File: config.mk
export PLATFORM = sky130hd
export DESIGN_NAME = len_burst_tx
export DESIGN_NICKNAME = d
export VERILOG_FILES = /design/src/rtl/len_burst_tx_pkg.sv /design/src/rtl/len_burst_tx.sv
export SDC_FILE = /design/constraint.sdc
export NUM_CORES = 1
export LEC_CHECK = 0
export CAP_MARGIN = 10
export CORE_MARGIN = 2
export CORE_UTILIZATION = 55
export CTS_CLUSTER_SIZE = 24
export DETAILED_ROUTE_END_ITERATION = 6
export GPL_ROUTABILITY_DRIVEN = 0
export PLACE_DENSITY = 0.87
export SYNTH_ARGS = -nofsm -noshare
export SYNTH_HDL_FRONTEND = slang
export SYNTH_SLANG_ARGS = --single-unit
File: constraint.sdc
create_clock -name clk -period 10.5 [get_ports clk]
set_clock_uncertainty 0.05 [all_clocks]
set_input_delay 3.15 -clock clk [delete_from_list [all_inputs] [get_ports clk]]
set_output_delay 3.15 -clock clk [all_outputs]
set_load 0.01 [all_outputs]
File: src/rtl/len_burst_tx_pkg.sv
// Shared definitions for the length-prefixed val/rdy burst stream:
// default field widths and the transmitter/receiver state encodings.
package len_burst_tx_pkg;

    localparam int unsigned LEN_W_DEFAULT  = 8;
    localparam int unsigned DATA_W_DEFAULT = 32;

    typedef enum logic [1:0] {
        TX_IDLE,
        TX_HDR,
        TX_BODY
    } tx_state_t;

    typedef enum logic [1:0] {
        RX_IDLE,
        RX_BODY
    } rx_state_t;

endpackage

File: src/rtl/len_burst_tx.sv
// Burst transmitter: one header beat carrying the length, then that many
// payload beats counting up from the seed. Back-to-back commands add no bubble.
module len_burst_tx
    import len_burst_tx_pkg::*;
#(
    parameter int unsigned LEN_W  = LEN_W_DEFAULT,
    parameter int unsigned DATA_W = DATA_W_DEFAULT
) (
    input  logic              clk,
    input  logic              rst_n,
    input  logic              cmd_val,
    input  logic [LEN_W-1:0]  cmd_len,
    input  logic [DATA_W-1:0] cmd_seed,
    output logic              cmd_rdy,
    output logic              out_val,
    input  logic              out_rdy,
    output logic [DATA_W-1:0] out_data,
    output logic              out_is_hdr,
    output logic              out_last,
    output logic              busy
);

    if (DATA_W < LEN_W) begin : g_bad_width
        $error("len_burst_tx: DATA_W must be >= LEN_W");
    end

    tx_state_t         state_q, state_d;
    logic [LEN_W-1:0]  len_q, len_d;
    logic [LEN_W-1:0]  idx_q, idx_d;
    logic [DATA_W-1:0] seed_q, seed_d;
    logic              burst_done;

    always_ff @(posedge clk or negedge rst_n) begin
        if (!rst_n) begin
            state_q <= TX_IDLE;
            len_q   <= '0;
            idx_q   <= '0;
            seed_q  <= '0;
        end else begin
            state_q <= state_d;
            len_q   <= len_d;
            idx_q   <= idx_d;
            seed_q  <= seed_d;
        end
    end

    always_comb begin
        state_d    = state_q;
        len_d      = len_q;
        idx_d      = idx_q;
        seed_d     = seed_q;
        out_val    = 1'b0;
        out_is_hdr = 1'b0;
        out_last   = 1'b0;
        out_data   = '0;

        // Outputs depend only on registered state, so they hold while stalled.
        case (state_q)
            TX_HDR: begin
                out_val    = 1'b1;
                out_is_hdr = 1'b1;
                out_data   = DATA_W'(len_q);
                out_last   = (len_q == '0);
            end
            TX_BODY: begin
                out_val  = 1'b1;
                out_data = seed_q + DATA_W'(idx_q);
                out_last = (idx_q == len_q - LEN_W'(1));
            end
            default: ;
        endcase

        burst_done = out_val & out_rdy & out_last;
        cmd_rdy    = (state_q == TX_IDLE) | burst_done;
        busy       = (state_q != TX_IDLE);

        case (state_q)
            TX_HDR: begin
                if (out_rdy && !out_last) begin
                    state_d = TX_BODY;
                    idx_d   = '0;
                end
            end
            TX_BODY: begin
                if (out_rdy && !out_last) begin
                    idx_d = idx_q + LEN_W'(1);
                end
            end
            default: ;
        endcase

        // Completion and idle acceptance share one path, giving zero-bubble chaining.
        if (cmd_rdy) begin
            if (cmd_val) begin
                state_d = TX_HDR;
                len_d   = cmd_len;
                seed_d  = cmd_seed;
                idx_d   = '0;
            end else if (burst_done) begin
                state_d = TX_IDLE;
            end
        end
    end

endmodule

# Word-level counts from Yosys, hierarchy flattened
# Index checks and enable logic that the tools add are counted.
# Widths: inputs -> output; s select.
[word_totals] reg_bits=50 inputBits=44 output_inout_bits=37 elab_cells=34
[op_classes] n_addsub=3 eq_ne=3 mux=14 n_bitwise=3 n_reduce_logical=7
[ops] op="$pmux 32 s2" count=1
[ops] op="$add 32x8->32" count=1
[ops] op="$mux 8" count=4
[ops] op="$pmux 8 s2" count=1
[ops] op="$mux 2" count=5
[ops] op="$add 8x1->8 const B" count=1
[ops] op="$eq 8x8->1" count=1
[ops] op="$logic_not 8->1" count=1
[ops] op="$sub 8x1->8 const B" count=1
[ops] op="$and 1x1->1" count=2
[ops] op="$eq 2x1->1 const B" count=1
[ops] op="$eq 2x2->1 const B" count=1
[ops] op="$logic_not 2->1" count=1
[ops] op="$mux 1" count=2
[ops] op="$pmux 1 s2" count=1
[ops] op="$reduce_and 2->1" count=1
[ops] op="$reduce_bool 2->1" count=1
[ops] op="$reduce_or 2->1" count=1
[ops] op="$logic_and 1x1->1" count=1
[ops] op="$logic_not 1->1" count=1
[ops] op="$or 1x1->1" count=1

# Logic depth before layout (Yosys ltp)
[logic_depth] depth_word=10 mapped_depth=13 mapped_depth_nobuf=12

# Worst setup path after synthesis
# No wires, ideal clock.
[synth_timing] kind="in2out" from="input out_rdy" to="output cmd_rdy" arrival_time_ns=3.846 required_ns=7.300 path_slack_ns=3.454 path_stages=3 n_path_buf=1 cell_sequence="clkbuf_1 > inv_1 > o31ai_1"
[synth_between] elab_chain_cells=3
[synth_lines] item="start: declaration" line="len_burst_tx.sv:16" source="input logic out_rdy,"
[synth_lines] item="$and 1x1->1 (2 in series)" line="len_burst_tx.sv:73" source="burst_done = out_val & out_rdy & out_last;"
[synth_lines] item="$or 1x1->1" line="len_burst_tx.sv:74" source="cmd_rdy = (state_q == TX_IDLE) | burst_done;"
[synth_lines] item="end: declaration" line="len_burst_tx.sv:14" source="output logic cmd_rdy,"
# No other way between the ends.

# Worst setup path after layout
# Same ends and word-level chain as after synthesis.

==> run summary <==
* run status: completed
* num rows: 30
* sequential share of power: 32.4%
* Cell variety after synth: 56
* highest routed layer: met4
* clock tree from TritonCTS: yes
* final routed wirelength across all metal layers: 9420 µm
* Remaining Overflow, GRT: 0
* metal1 wirelength: 3972 µm
* number of routed nets with antenna violations: 0
* half-perimeter wire length of the detailed placement result: 6748 µm
* leakage: 1.887 nW
* total count of hold-check failures in the final report: 0
* most area-consuming cells after synthesis: sky130_fd_sc_hd__dfrtp_1, sky130_fd_sc_hd__mux2_4, sky130_fd_sc_hd__xnor2_1
* max capacitance violation total: 0
* number of DRC violations after detailed routing: 0
* Iter 0 DRT Violations: 253
* non-filler cells in the finished layout: 553
* met3 wire length: 570 µm
* Total Routing Usage GR: 25.81%
* insertion delay of the later-clocked pin in the worst-skew pair: 0.31 ns
* most frequent cells after synthesis: sky130_fd_sc_hd__dfrtp_1, sky130_fd_sc_hd__mux2_4, sky130_fd_sc_hd__nor2_1, sky130_fd_sc_hd__nand2_1
* number of H-tree levels: 2
* Final Critical Period: 7.996 ns
* maximum frequency from static timing analysis: 125.1 MHz
* Worst Path Arrival: 4.80 ns
* number of register bits inferred by synthesis: 50
* number of buffers and inverters on the critical path: 3
* clock buffer count from CTS: 5
* count of filler cells inserted in the layout: 519
* maximum number of pins on one net before global-route repair: 51
* Crit path top cell by count: sky130_fd_sc_hd__clkdlybuf4s50_1
* Final Net Count: 532
* startpoint type of the worst setup path: input port
* # IOs: 81
* Post-Synthesis Cells: 406
* CP Data Required Time: 7.30 ns
* critical path's slowest cell: sky130_fd_sc_hd__clkdlybuf4s50_1
* final count of pins violating max slew: 0
* area share of the leading cell type in the synthesized netlist: 32.59%
* Inserted Diodes: 0
* routed length on met2: 4637 µm
* die area: 7663 µm²
* post-DR wirelength/cell: 17.03 µm
* share of layout cells above drive strength 1: 12.68%
* internal power component: 707.5 µW
* number of warnings reported in the yosys synthesis log: 0
* total of endpoints with negative setup slack in the final report: 0
* CP endpoint kind: output pin
* vias in the first global route: 3,423
* total clock sinks: 50
* number of enable-type register cells in the synthesized netlist: 0
* initial antenna violation count: 0
* RSZ-0062 raised after global routing: no
* clock edge transition at the registers on the reported setup and hold paths: 0.08 ns
* worst vdd rail ir drop: 0.0001049 V
* Psw: 517.9 µW
* average size of a mapped cell: 9.455 µm²
* clock share of power: 8.9%
* sequential element share of the synthesized area: 32.59%
* Final Power: 1.225 mW
* Inst Count DP: 544
* largest area contributor in the netlist: sky130_fd_sc_hd__dfrtp_1
* share of synthesized registers carrying an async set or reset: 100.0%
* vertical die dimension: 87.54 µm
* drt pass-1 iters: 6
* first-pass GRT wire length: 15,920 µm
* CP cell instances: clkdlybuf4s50_1 > inv_1 > o31ai_1 > clkdlybuf4s50_1
* Combinational Power Share: 58.6%
* share of the core filled with cells in the final layout: 69.98%
* vias after detailed routing: 3,464
* transition time at the pin with the least slew margin: 1.165 ns
* worst hold path class: reg -> reg
* Post-CTS Setup Bufs: 0
* count leader, synth: sky130_fd_sc_hd__dfrtp_1
* clock tree root buffer cell: sky130_fd_sc_hd__clkbuf_8
* CTS resizes: 0
* Slew Limit Headroom: 21.31%
* accumulated negative setup slack: 0 ns
* area added between synthesis and finish: 23.17%
* number of buffers inserted by hold repair at cts: 0
* Post-Syn Area: 3839 µm²
* Max Root-Sink Buffers: 2
* Max Fanout on Critical Path: 11
* CP Class: in -> out
* slowest stage delay, CP: 0.69 ns
* placed instance area: 4627 µm²
* switching power share of the total: 42.26%
* DIE WIDTH: 87.54 µm
* final cycle utilization of the critical path: 76.16%
* net count after synthesis: 465
* core footprint: 6756 µm²
* total of buffers placed on input and output ports: 80
* kind of cell with the highest combined delay on the critical path: buffers and inverters
* starting utilization of the core area: 56.81%
* power density over the cells: 259.2 nW/µm²
* via density per instance: 6.264
* area of all placed cells without fillers: 4728 µm²
* Primary FF master, synth: sky130_fd_sc_hd__dfrtp_1
[stage by stage]
step	hold slack, ns	worst slack (ns)
after floorplan	0.4361	3.454
after global placement	0.4587	2.589
after detailed placement	0.4508	2.529
after CTS	0.4797	2.526
after global routing	0.5018	2.430
final	0.4818	2.504
[flip-flops by register name, summed over array words and instances, names as in the netlist]
| register | flops |
|---|---|
| seed_q | 32 |
| len_q | 8 |
| state_q | 2 |
| idx_q | 8 |
[worst paths after layout]
| kind | from | endpoint | slack, ns | depth (start not counted) |
|---|---|---|---|---|
| min in group asynchronous | rst_n | len_q[2]$_DFFE_PN0P_ | 2.74 | 1 |
| setup / recovery | out_rdy | cmd_rdy | 2.50 | 4 |
| max in group asynchronous | rst_n | idx_q[5]$_DFF_PN0_ | 7.12 | 2 |
| hold reg to reg | seed_q[3]$_DFFE_PN0P_ | seed_q[3]$_DFFE_PN0P_ | 0.48 | 1 |
| setup reg to reg | state_q[1]$_DFF_PN0_ | seed_q[0]$_DFFE_PN0P_ | 6.88 | 9 |
| hold / removal | seed_q[3]$_DFFE_PN0P_ | seed_q[3]$_DFFE_PN0P_ | 0.48 | 1 |
[power by group through the flow]
stage | sequential [mW] | clock, mW | combinational [mW]
floorplan | 0.359 | 0 | 0.527
global placement | 0.393 | 0 | 0.694
detailed placement | 0.397 | 0 | 0.714
CTS | 0.396 | 0.111 | 0.718
global route | 0.412 | 0.119 | 0.781
finish | 0.397 | 0.110 | 0.718
[layer usage]
metal / vias up / GRT usage [%]
met2: 168 / 44.08
met4: 0 / 7.972
li1: 1596 / -
met5: - / 0
met3: 27 / 5.372
met1: 1673 / 32.88
[final cells by class]
class                   count  area [µm²]  area share [%]
multi-input cells         314        2397           50.70
flip-flops and latches     50        1251           26.46
repair buffers             84       835.8           17.68
well taps                  80       100.1           2.117
clock buffers               7       76.32           1.614
inverters                  18       67.56           1.429
[worst reg2reg max path: stages (launching register included)]
cell,delay [ns]
sky130_fd_sc_hd__dfrtp_1,0.41
sky130_fd_sc_hd__inv_1,0.08
sky130_fd_sc_hd__ha_1,0.58
sky130_fd_sc_hd__clkinv_1,0.31
sky130_fd_sc_hd__nor3_2,0.42
sky130_fd_sc_hd__or4_4,0.24
sky130_fd_sc_hd__o221ai_4,0.16
sky130_fd_sc_hd__o21ai_4,0.18
sky130_fd_sc_hd__buf_4,0.65
sky130_fd_sc_hd__mux2_4,0.43
[cells by family (layout without fill, tap and decap cells)]
family          after synthesis  count (layout)  share of synthesized area (%)
compound gates               82              82                          15.09
xor+xnor                     34              34                          7.757
fa+ha+maj                    15              15                          5.085
buf+inv                      42             109                          5.117
flops                        50              50                          32.59
mux                          40              40                          15.65
simple gates                143             143                          18.71
[cells in the final DEF, fill, tap and decap left out, types with 4 or more instances in the layout]
cell / n
sky130_fd_sc_hd__a21oi_1: 24
sky130_fd_sc_hd__a22oi_1: 4
sky130_fd_sc_hd__and3_1: 4
sky130_fd_sc_hd__clkbuf_8: 5
sky130_fd_sc_hd__clkdlybuf4s50_1: 79
sky130_fd_sc_hd__dfrtp_1: 50
sky130_fd_sc_hd__ha_1: 14
sky130_fd_sc_hd__inv_1: 17
sky130_fd_sc_hd__mux2_4: 40
sky130_fd_sc_hd__nand2_1: 32
sky130_fd_sc_hd__nand3_1: 15
sky130_fd_sc_hd__nand4_1: 8
sky130_fd_sc_hd__nor2_1: 36
sky130_fd_sc_hd__nor3_1: 19
sky130_fd_sc_hd__nor4_1: 6
sky130_fd_sc_hd__o211ai_1: 4
sky130_fd_sc_hd__o21a_1: 4
sky130_fd_sc_hd__o21ai_0: 9
sky130_fd_sc_hd__o31ai_1: 5
sky130_fd_sc_hd__or3_1: 6
sky130_fd_sc_hd__xnor2_1: 24
sky130_fd_sc_hd__xor2_1: 10
Power figures use the tool's default switching activity.
